$ cat src/rtl/lc4_divider_arbiter.sv
// lc4_divider_arbiter
// Round-robin shares one iterative unsigned 16-bit restoring divider between
// requesters A and B. ITERS_PER_CYCLE restoring steps are done per RUN cycle,
// so an operation spends 16/ITERS_PER_CYCLE cycles in RUN.
// Optional feature macro: LC4_DIV_ZERO_SHORTCUT_EN
//   defined   : divisor 0 jumps from IDLE straight to DONE on the handshake edge
//   undefined : divisor 0 runs the full RUN sequence, result forced to 0/0
//
// Handshakes: a transfer happens at a rising edge where valid & ready are both
// high. req_x_ready is combinational from the valids and only asserts in IDLE;
// requesters must hold valid and operands stable until their handshake and must
// not derive valid from ready. resp_* hold steady in DONE until resp_ready.
module lc4_divider_arbiter #(
  parameter int ITERS_PER_CYCLE = 1
) (
  input  logic        clk,
  input  logic        rst,
  input  logic        req_a_valid,
  output logic        req_a_ready,
  input  logic [15:0] req_a_dividend,
  input  logic [15:0] req_a_divisor,
  input  logic        req_b_valid,
  output logic        req_b_ready,
  input  logic [15:0] req_b_dividend,
  input  logic [15:0] req_b_divisor,
  output logic        resp_valid,
  input  logic        resp_ready,
  output logic        resp_id,
  output logic [15:0] resp_quotient,
  output logic [15:0] resp_remainder,
  output logic        busy,
  output logic [1:0]  dbg_state
);

  localparam int N_RUN = 16 / ITERS_PER_CYCLE;
  localparam logic [4:0] LAST_CNT = 5'(N_RUN - 1);

  generate
    if (!(ITERS_PER_CYCLE == 1 || ITERS_PER_CYCLE == 2 || ITERS_PER_CYCLE == 4 ||
          ITERS_PER_CYCLE == 8 || ITERS_PER_CYCLE == 16)) begin : g_bad_iters
      $error("lc4_divider_arbiter: ITERS_PER_CYCLE must be 1, 2, 4, 8 or 16");
    end
  endgenerate

  typedef enum logic [1:0] {
    S_IDLE = 2'd0,
    S_RUN  = 2'd1,
    S_DONE = 2'd2
  } state_t;

  state_t      state;
  logic        rr;        // 0: A favoured on contention, 1: B favoured
  logic [15:0] dvd;       // dividend, shifted left one bit per iteration
  logic [15:0] dsr;       // latched divisor
  logic [15:0] rem;
  logic [15:0] quo;
  logic [4:0]  cnt;
  logic        id;
  logic [15:0] res_q;
  logic [15:0] res_r;

  logic        grant_a;
  logic        grant_b;
  logic        hs_a;
  logic        hs_b;
  logic [15:0] sel_dividend;
  logic [15:0] sel_divisor;

  logic [15:0] rem_n;
  logic [15:0] quo_n;
  logic [15:0] dvd_n;
  logic [15:0] shifted;

  // Arbitration: rr breaks ties, a lone valid always wins.
  always_comb begin
    grant_a      = req_a_valid & (~rr | ~req_b_valid);
    grant_b      = req_b_valid & (rr | ~req_a_valid);
    req_a_ready  = (state == S_IDLE) & grant_a;
    req_b_ready  = (state == S_IDLE) & grant_b;
    hs_a         = req_a_valid & req_a_ready;
    hs_b         = req_b_valid & req_b_ready;
    sel_dividend = grant_b ? req_b_dividend : req_a_dividend;
    sel_divisor  = grant_b ? req_b_divisor  : req_a_divisor;
  end

  // ITERS_PER_CYCLE unrolled restoring shift/subtract steps.
  always_comb begin
    rem_n   = rem;
    quo_n   = quo;
    dvd_n   = dvd;
    shifted = '0;
    for (int i = 0; i < ITERS_PER_CYCLE; i++) begin
      shifted = {rem_n[14:0], dvd_n[15]};
      dvd_n   = {dvd_n[14:0], 1'b0};
      if (shifted >= dsr) begin
        rem_n = shifted - dsr;
        quo_n = {quo_n[14:0], 1'b1};
      end else begin
        rem_n = shifted;
        quo_n = {quo_n[14:0], 1'b0};
      end
    end
  end

  // Control FSM, datapath registers and registered response.
  always_ff @(posedge clk) begin
    if (rst) begin
      state <= S_IDLE;
      rr    <= 1'b0;
      dvd   <= '0;
      dsr   <= '0;
      rem   <= '0;
      quo   <= '0;
      cnt   <= '0;
      id    <= 1'b0;
      res_q <= '0;
      res_r <= '0;
    end else begin
      case (state)
        S_IDLE: begin
          if (hs_a | hs_b) begin
            dvd <= sel_dividend;
            dsr <= sel_divisor;
            id  <= hs_b;
            rem <= '0;
            quo <= '0;
            cnt <= '0;
            rr  <= hs_a;   // favour whoever lost this round
`ifdef LC4_DIV_ZERO_SHORTCUT_EN
            if (sel_divisor == 16'h0000) begin
              res_q <= '0;
              res_r <= '0;
              state <= S_DONE;
            end else begin
              state <= S_RUN;
            end
`else
            state <= S_RUN;
`endif
          end
        end
        S_RUN: begin
          dvd <= dvd_n;
          rem <= rem_n;
          quo <= quo_n;
          cnt <= cnt + 5'd1;
          if (cnt == LAST_CNT) begin
            // The raw iteration yields all-ones for divisor 0; force 0/0.
            res_q <= (dsr == 16'h0000) ? 16'h0000 : quo_n;
            res_r <= (dsr == 16'h0000) ? 16'h0000 : rem_n;
            state <= S_DONE;
          end
        end
        S_DONE: begin
          if (resp_ready) state <= S_IDLE;
        end
        default: state <= S_IDLE;
      endcase
    end
  end

  assign resp_valid     = (state == S_DONE);
  assign busy           = (state != S_IDLE);
  assign resp_id        = id;
  assign resp_quotient  = res_q;
  assign resp_remainder = res_r;
  assign dbg_state      = state;

endmodule

$ cat config.mk
export PLATFORM = sky130hd
export DESIGN_NAME = lc4_divider_arbiter
export DESIGN_NICKNAME = d
export VERILOG_FILES = /design/src/rtl/lc4_divider_arbiter.sv
export SDC_FILE = /design/constraint.sdc
export NUM_CORES = 1
export LEC_CHECK = 0
export CAP_MARGIN = 40
export CORE_MARGIN = 2
export CORE_UTILIZATION = 36
export CTS_BUF_LIST = sky130_fd_sc_hd__clkbuf_2
export DETAILED_ROUTE_END_ITERATION = 7
export GPL_TIMING_DRIVEN = 0
export PLACE_DENSITY_LB_ADDON = 0.12
export SLEW_MARGIN = 40
export SYNTH_ARGS = -nofsm -noshare
export SYNTH_HDL_FRONTEND = slang
export SYNTH_SLANG_ARGS = --single-unit
$ cat constraint.sdc
create_clock -name clk -period 3.12 [get_ports clk]
set_input_delay 0.624 -clock clk [delete_from_list [all_inputs] [get_ports clk]]
set_output_delay 0.624 -clock clk [all_outputs]
set_load 0.02 [all_outputs]
==> key figures, run 1 <==
Pwr
  • Pleak: about 2.5 nW
  • Pwr/cell area: 445 nW/um^2
  • VDD IR max: 272 uV
  • Final Power: 2.89 mW

Worst setup path
  • Critical Path RT: 2.50 ns
  • Crit end category: primary output
  • Setup CP Type: in -> out
  • CP max FO: 10
  • Startpoint types: input port
  • Critical Path AT: about 2.4 ns

Synth
  • Synth unique cells: 52
  • Synthesis Warnings: 0
  • Post-synth EDFFs: 0
  • #FFs+latches synth: 103
  • Netlist Area Pre-Place: 5050 sq um
  • Syn_nets: a little over 700
  • Synthesized area per cell: ~8.0 sq um
  • Post-synthesis cell count: 630
  • Ys async rst share: 0%
  • Post-synth top flop: dfxtp_1
  • Seq/Total Area, Yosys: 40.8%

Placement
  • Port bufs: 107
  • Cell Area, Placed: ~6400 sq um
  • Hpwl dp: about 11000 um
  • Global placer's final weighted congestion: 0.834

Routing
  • Iter 0 DRT Violations: 223
  • DR vias: 4888
  • DR pass1 iterations: 5
  • Detail Route Antenna Nets: 0
  • WL final: approximately 14000 um
  • DRC: 0
  • Wirelength per Cell: roughly 15 um
  • Via/cell ratio: 5.24

Clock tree
  • Sink Count: 103
  • # hold bufs at CTS: 0
  • CTS root buf: clkbuf_2
  • Latest clock arrival within the worst-skew pair: 0.60 ns
  • Clk pin slew, worst setup/hold paths: about 0.25 ns
  • Clk buf depth: 2
  • Num CTS Buffers: 9
  • H-Tree Depth: 3
  • CTS tree: built

Cells and area
  • Nets: 836
  • Fill cells: roughly 1400
  • Layout cell share with drive strength beyond 1: 4.65%
  • Antenna cells: 0
  • Final Cell Area: 6480 sq um
  • Synth-to-layout area growth: 28.2%

Global routing
  • Global-route usage over all layers: 19.5%
  • Initial antenna violation count: 0
  • Largest net degree at the start of global routing: 18
  • Vias in the first global route: 4865
  • Global route overflow: 0
  • First-pass GRT wire length: 23200 um

Die
  • IO Count: 108
  • Initial core utilization: approximately 37%
  • Row Count: 43
  • Core Area: 13800 sq um
  • Die ar.: 15000 sq um
  • Die H: 122 um
  • Die width: 122 um

Worst hold path
  • Hold crit path type: reg -> reg

Job
  • Total of max-cap violations: 0

STA
  • Final Skew: around 0.03 ns
  • Final setup violation count: 0
  • Worst Tran Pin Value: 0.816 ns
  • Final hold violations: 0
  • Final max-slew violation count: 0
  • F_max: 336 MHz
  • Normalized max-slew margin: between 40% and 50%
  • Crit share post-route: 95.5%
  • Final min period: ~3.0 ns
  • Setup TNS: 0 ns
  • RSZ-0062 raised after global routing: no

Run status
  • Run status: finished, final reports clean
-- metrics by stage --
| stage | util (%) | hold slack (ns) | setup WS (ns) | std cells |
|---|---|---|---|---|
| after detailed placement | 46.2 | 0.445 | -0.136 | 917 |
| after floorplan | - | 0.432 | 0.762 | 630 |
| after global placement | 46.1 | 0.442 | -0.121 | 917 |
| after CTS | 47.0 | 0.472 | 0.00332 | 933 |
| after global routing | 47.0 | 0.495 | 0.0121 | 933 |
| final | 47.0 | 0.467 | 0.140 | 933 |
-- state kept, by name (all words and copies together) (netlist names) --
register	flops
cnt	5
dbg_state	2
dsr	16
dvd	16
quo	15
rem	15
resp_id	1
resp_quotient	16
resp_remainder	16
rr	1
-- cell usage after synthesis, drive strengths merged, types with 3 or more instances --
master	instances	share of area [%]
dfxtp	103	41
nor2b	3	0.37
a31oi	6	0.74
buf	5	0.77
a21o	3	0.45
o21a	5	0.74
a311oi	17	2.9
inv	28	2.1
nand3	18	1.8
nor4	3	0.37
xor2	6	1.0
a211oi	5	0.84
nand4	3	0.37
a21oi	48	5.1
a221oi	14	2.8
a22oi	16	2.4
o211ai	3	0.45
a22o	4	0.69
mux2	4	1.2
nand2	124	9.3
clkbuf	32	2.4
mux2i	11	2.2
nor3	5	0.49
nor2	71	5.3
o21ai	39	4.0
ha	18	4.5
xnor2	7	1.2
nand2b	9	1.1
-- report_power, final --
| group | leakage, nW | internal [mW] | switching, mW |
|---|---|---|---|
| Combinational | 1.57 | 0.356 | 0.456 |
| Clock | 0.0608 | 0.189 | 0.462 |
| Sequential | 0.838 | 1.38 | 0.0469 |
-- metal layers --
metal  vias to the layer above  share of wire [%]  global-route usage, %
li1                       2449                  -                      -
met1                      2323                 45                   23.6
met5                         -                  0                      0
met2                       106                 50                   35.5
met4                         0               0.98                   4.17
met3                        10                4.6                   4.18
-- cell usage in the layout (no fill, tap or decap), drive strengths merged, types with 2 or more instances in the layout --
master,instances
a22oi,16
clkdlybuf4s50,106
a21oi,48
nor2,71
nand2,124
mux2,4
xor2,6
a22o,4
buf,6
clkinvlp,4
a221oi,14
a31oi,6
clkbuf,41
mux2i,11
or4,2
xnor2,7
or3,2
nand2b,9
and2,2
a211oi,5
and3,2
ha,18
o21a,5
nand4,3
inv,29
o211ai,3
nor2b,3
a2bb2oi,2
a21o,3
a311oi,17
nor4,3
nand3,18
dfxtp,103
o311ai,2
nor3,5
o21ai,39
-- kinds of logic (layout without fill, tap and decap cells) --
kind of cell               after synthesis  count (layout)  share of synthesized area [%]
adders and majority gates               19              19                           4.85
muxes                                   15              15                           3.37
xor gates and xnor gates                13              13                           2.25
DFF                                    103             103                           40.8
buffers and inverters                   65             188                           5.22
and+or+nand+nor                        245             245                           20.2
AOI/OAI and AO/OA                      170             170                           23.3
-- path summary, 6_finish.rpt --
kind,endpoint,slack (ns),depth (start not counted),startpoint
max,req_b_ready,0.14,6,req_a_valid
min reg2reg,resp_remainder[10],0.47,2,resp_remainder[10]
min,resp_remainder[10],0.47,2,resp_remainder[10]
max reg2reg,resp_remainder[14],0.33,11,dsr[9]
-- layout make-up --
class / instances / area [sq um] / share of cell area, %
Multi-Input combinational cell: 462 / 2740 / 42.3
Tap cell: 180 / 225 / 3.48
Inverter: 28 / 105 / 1.62
Clock buffer: 10 / 50.0 / 0.772
Timing Repair Buffer: 107 / 1070 / 16.5
Buffer: 37 / 160 / 2.47
Clock inverter: 6 / 68.8 / 1.06
Sequential cell: 103 / 2060 / 31.8
-- what timing repair did --
| action | in CTS | in global routing |
|---|---|---|
| gates resized for setup | 2 | 2 |
| buffers inserted | 0 | 0 |
| setup endpoints to repair | 2 | 1 |
| cloned | 0 | 0 |
-- critical path, cell delays in order --
cell	delay, ns
clkdlybuf4s50_1	0.53
inv_1	0.09
o21ai_2	0.22
buf_2	0.28
nor2_1	0.07
clkdlybuf4s50_1	0.55
Power figures use the tool's default switching activity.
==> run 2: changes to the inputs <==
- CTS_BUF_LIST: sky130_fd_sc_hd__clkbuf_2 -> sky130_fd_sc_hd__clkbuf_4 sky130_fd_sc_hd__clkbuf_8 sky130_fd_sc_hd__clkbuf_16
- DONT_BUFFER_PORTS: unset -> 1
==> run 2 against run 1 <==
Against the previous run: critical path depth up 5; register-to-register slack lost 0.04 ns; clock-buffer cell count is the same; worst hold slack got worse by 0.087 ns; core utilization fell by 6.3 points; maximum frequency up 5.3%; first-iteration DRC count up 1.3%; sequential share of layout area rose by 5.0 points; worst setup slack gained 0.15 ns; cell count fell by 11%; sequential cell count stayed put; clock power is 83% higher; critical endpoint is now rem[14]; largest power group unchanged.
==> key figures, run 2 (same netlist as run 1, synthesis figures left out) <==
Clock tree
  • Cts repair resizes: 0 (was 2)
  • Latest clock arrival within the worst-skew pair: 0.36 ns (was 0.60 ns)
  • Clk buf depth: 2 (unchanged)
  • Sink Count: 103 (unchanged)
  • H-Tree Depth: 3 (unchanged)
  • CTS tree: built (unchanged)
  • Postcts setup bufs: 0 (unchanged)
  • CTS root buf: clkbuf_16 (was clkbuf_2)
  • Num CTS Buffers: 9 (unchanged)
  • # hold bufs at CTS: 0 (unchanged)
  • Clk pin slew, worst setup/hold paths: 0.07 ns (was 0.25 ns)

Worst hold path
  • Min-delay src: req_b_valid (was resp_remainder[10])
  • Worst Hold Depth: 1 (was 2)
  • Hold crit path type: in -> reg (was reg -> reg)
  • Hold path endpoint: rr (was resp_remainder[10])

Pwr
  • Power share of the combinational group: 21.5% (was 28.1%)
  • Clock share of power: 35.8% (was 22.5%)
  • Pwr/cell area: 594 nW/um^2 (was 445 nW/um^2)
  • Internal power: 2.30 mW (was 1.92 mW)
  • Pleak: 2.16 nW (was 2.47 nW)
  • Flop pwr share: 42.7% (was 49.3%)
  • Switching share of power: 30.8% (was 33.4%)
  • Switching power: 1.03 mW (was 965 uW)
  • VDD IR max: 231 uV (was 272 uV)

Placement
  • Cell Area, Placed: 5290 sq um (was 6360 sq um)
  • Port bufs: 0 (was 107)
  • Hpwl dp: 10600 um (was 10900 um)
  • Global placer's final weighted congestion: 0.902 (was 0.834)
  • Worst slack, placed: 0.288 ns (was -0.136 ns)

STA
  • Final hold violations: 0 (unchanged)
  • Worst Tran Pin Value: 0.878 ns (was 0.816 ns)
  • Hold slack: 0.380 ns (was 0.467 ns)
  • Final Skew: 0.0111 ns (was 0.0303 ns)
  • Fin worst setup slack: 0.290 ns (was 0.140 ns)
  • Final min period: 2.83 ns (was 2.98 ns)
  • F_max: 353 MHz (was 336 MHz)
  • Normalized max-slew margin: 41.1% (was 45.6%)
  • Setup TNS: 0 ns (unchanged)
  • Crit share post-route: 90.7% (was 95.5%)
  • RSZ-0062 raised after global routing: no (unchanged)
  • Final max-slew violation count: 0 (unchanged)
  • Final setup violation count: 0 (unchanged)

Run status
  • Run status: finished, final reports clean (unchanged)

Cells and area
  • Most common cell after layout, fill and taps aside: nand2_1 (unchanged)
  • Nets: 730 (was 836)
  • Synth-to-layout area growth: 10.9% (was 28.2%)
  • Util after Layout: 40.7% (was 47.0%)
  • Antenna cells: 0 (unchanged)
  • Most frequent cells in the layout: 123 x nand2_1, 103 x dfxtp_1, 71 x nor2_1 (was 123 x nand2_1, 106 x clkdlybuf4s50_1, 103 x dfxtp_1)
  • Layout cell share with drive strength beyond 1: 5.26% (was 4.65%)
  • Final Cell Area: 5610 sq um (was 6480 sq um)

Global routing
  • Vias in the first global route: 4498 (was 4865)
  • First-pass GRT wire length: 22300 um (was 23200 um)
  • Global-route usage over all layers: 19.2% (was 19.5%)
  • Largest net degree at the start of global routing: 19 (was 18)
  • Initial antenna violation count: 0 (unchanged)
  • Global route overflow: 0 (unchanged)

Die
  • Die ar.: 15000 sq um (unchanged)
  • Row Count: 43 (unchanged)
  • Core Area: 13800 sq um (unchanged)
  • Die H: 122 um (unchanged)
  • Initial core utilization: 36.7% (unchanged)
  • IO Count: 108 (unchanged)
  • Die width: 122 um (unchanged)

Worst setup path
  • CP bufs+invs: 3 (was 4)
  • Startpoint types: flip-flop (was input port)
  • Critical Path AT: 3.07 ns (was 2.36 ns)
  • Reg2reg setup slack: 0.29 ns (was 0.33 ns)
  • Slowest cell on crit path: ha_1 (was clkdlybuf4s50_1)
  • Crit end category: flip-flop (was primary output)
  • Cell breakdown of the critical path: inv_1 > ha_1 > a21oi_4 > o21ai_2 > a221oi_4 > a21oi_2 > a211oi_2 > buf_6 > buf_8 > mux2i_1 > o21ai_1 (was clkdlybuf4s50_1 > inv_1 > o21ai_2 > buf_2 > nor2_1 > clkdlybuf4s50_1)
  • Setup CP Type: reg -> reg (was in -> out)
  • Family with the most delay on the worst path: compound AO/OA/AOI/OAI gates (was buffers and inverters)
  • Critical Path RT: 3.36 ns (was 2.50 ns)
  • RR Endpoint: rem[14] (was resp_remainder[14])
  • R2R Path Start: dsr[7] (was dsr[9])
  • Critical path's largest stage delay: 0.41 ns (was 0.55 ns)
  • R2R cell count: 11 (unchanged)
  • CP max FO: 10 (unchanged)

Job
  • Total of max-cap violations: 0 (unchanged)

Routing
  • Iter 0 DRT Violations: 226 (was 223)
  • Via/cell ratio: 5.33 (was 5.24)
  • Detail Route Antenna Nets: 0 (unchanged)
  • DR vias: 4408 (was 4888)
  • WL final: 13700 um (was 14200 um)
  • DRC: 0 (unchanged)
  • DR pass1 iterations: 4 (was 5)
  • Wirelength per Cell: 16.6 um (was 15.2 um)
run 2: power by group through the flow:
stage               Sequential [mW]  Combinational (mW)  Clock [mW]
CTS                            1.42               0.721        1.22
global route                   1.43               0.799        1.27
detailed placement             1.45               0.717           0
global placement               1.45               0.709           0
floorplan                      1.43               0.562           0
finish                         1.42               0.716        1.19
run 2: stage by stage:
stage | instances | power (mW)
6_report | 827 | 3.33
5_1_grt | 827 | 3.49
4_1_cts | 827 | 3.36
3_5_place_dp | 811 | 2.17
3_3_place_gp | 810 | 2.16
2_1_floorplan | 630 | 1.99
run 2: cell type report:
cell class	instances	area (sq um)
Timing Repair Buffer	1	7.51
Inverter	28	105
Sequential cell	103	2060
Fill cell	1475	8170
Clock buffer	10	239
Multi-Input combinational cell	462	2740
Clock inverter	6	73.8
Tap cell	180	225
Buffer	37	159
run 2: worst max path at each step:
stage	start	end	cells past startpoint
final	dsr[7]	rem[14]	11
after global routing	dsr[10]	rem[14]	11
after CTS	dsr[10]	rem[14]	11
after detailed placement	dsr[10]	rem[14]	11
after global placement	cnt[0]	resp_remainder[11]	8
after floorplan	dsr[9]	rem[12]	10
run 2: routing by layer:
metal / track usage [%] / part of all wire (%)
met1: 23.4 / 44
met2: 33.4 / 49
met3: 3.90 / 4.7
met4: 6.82 / 1.9
met5: 0 / 0
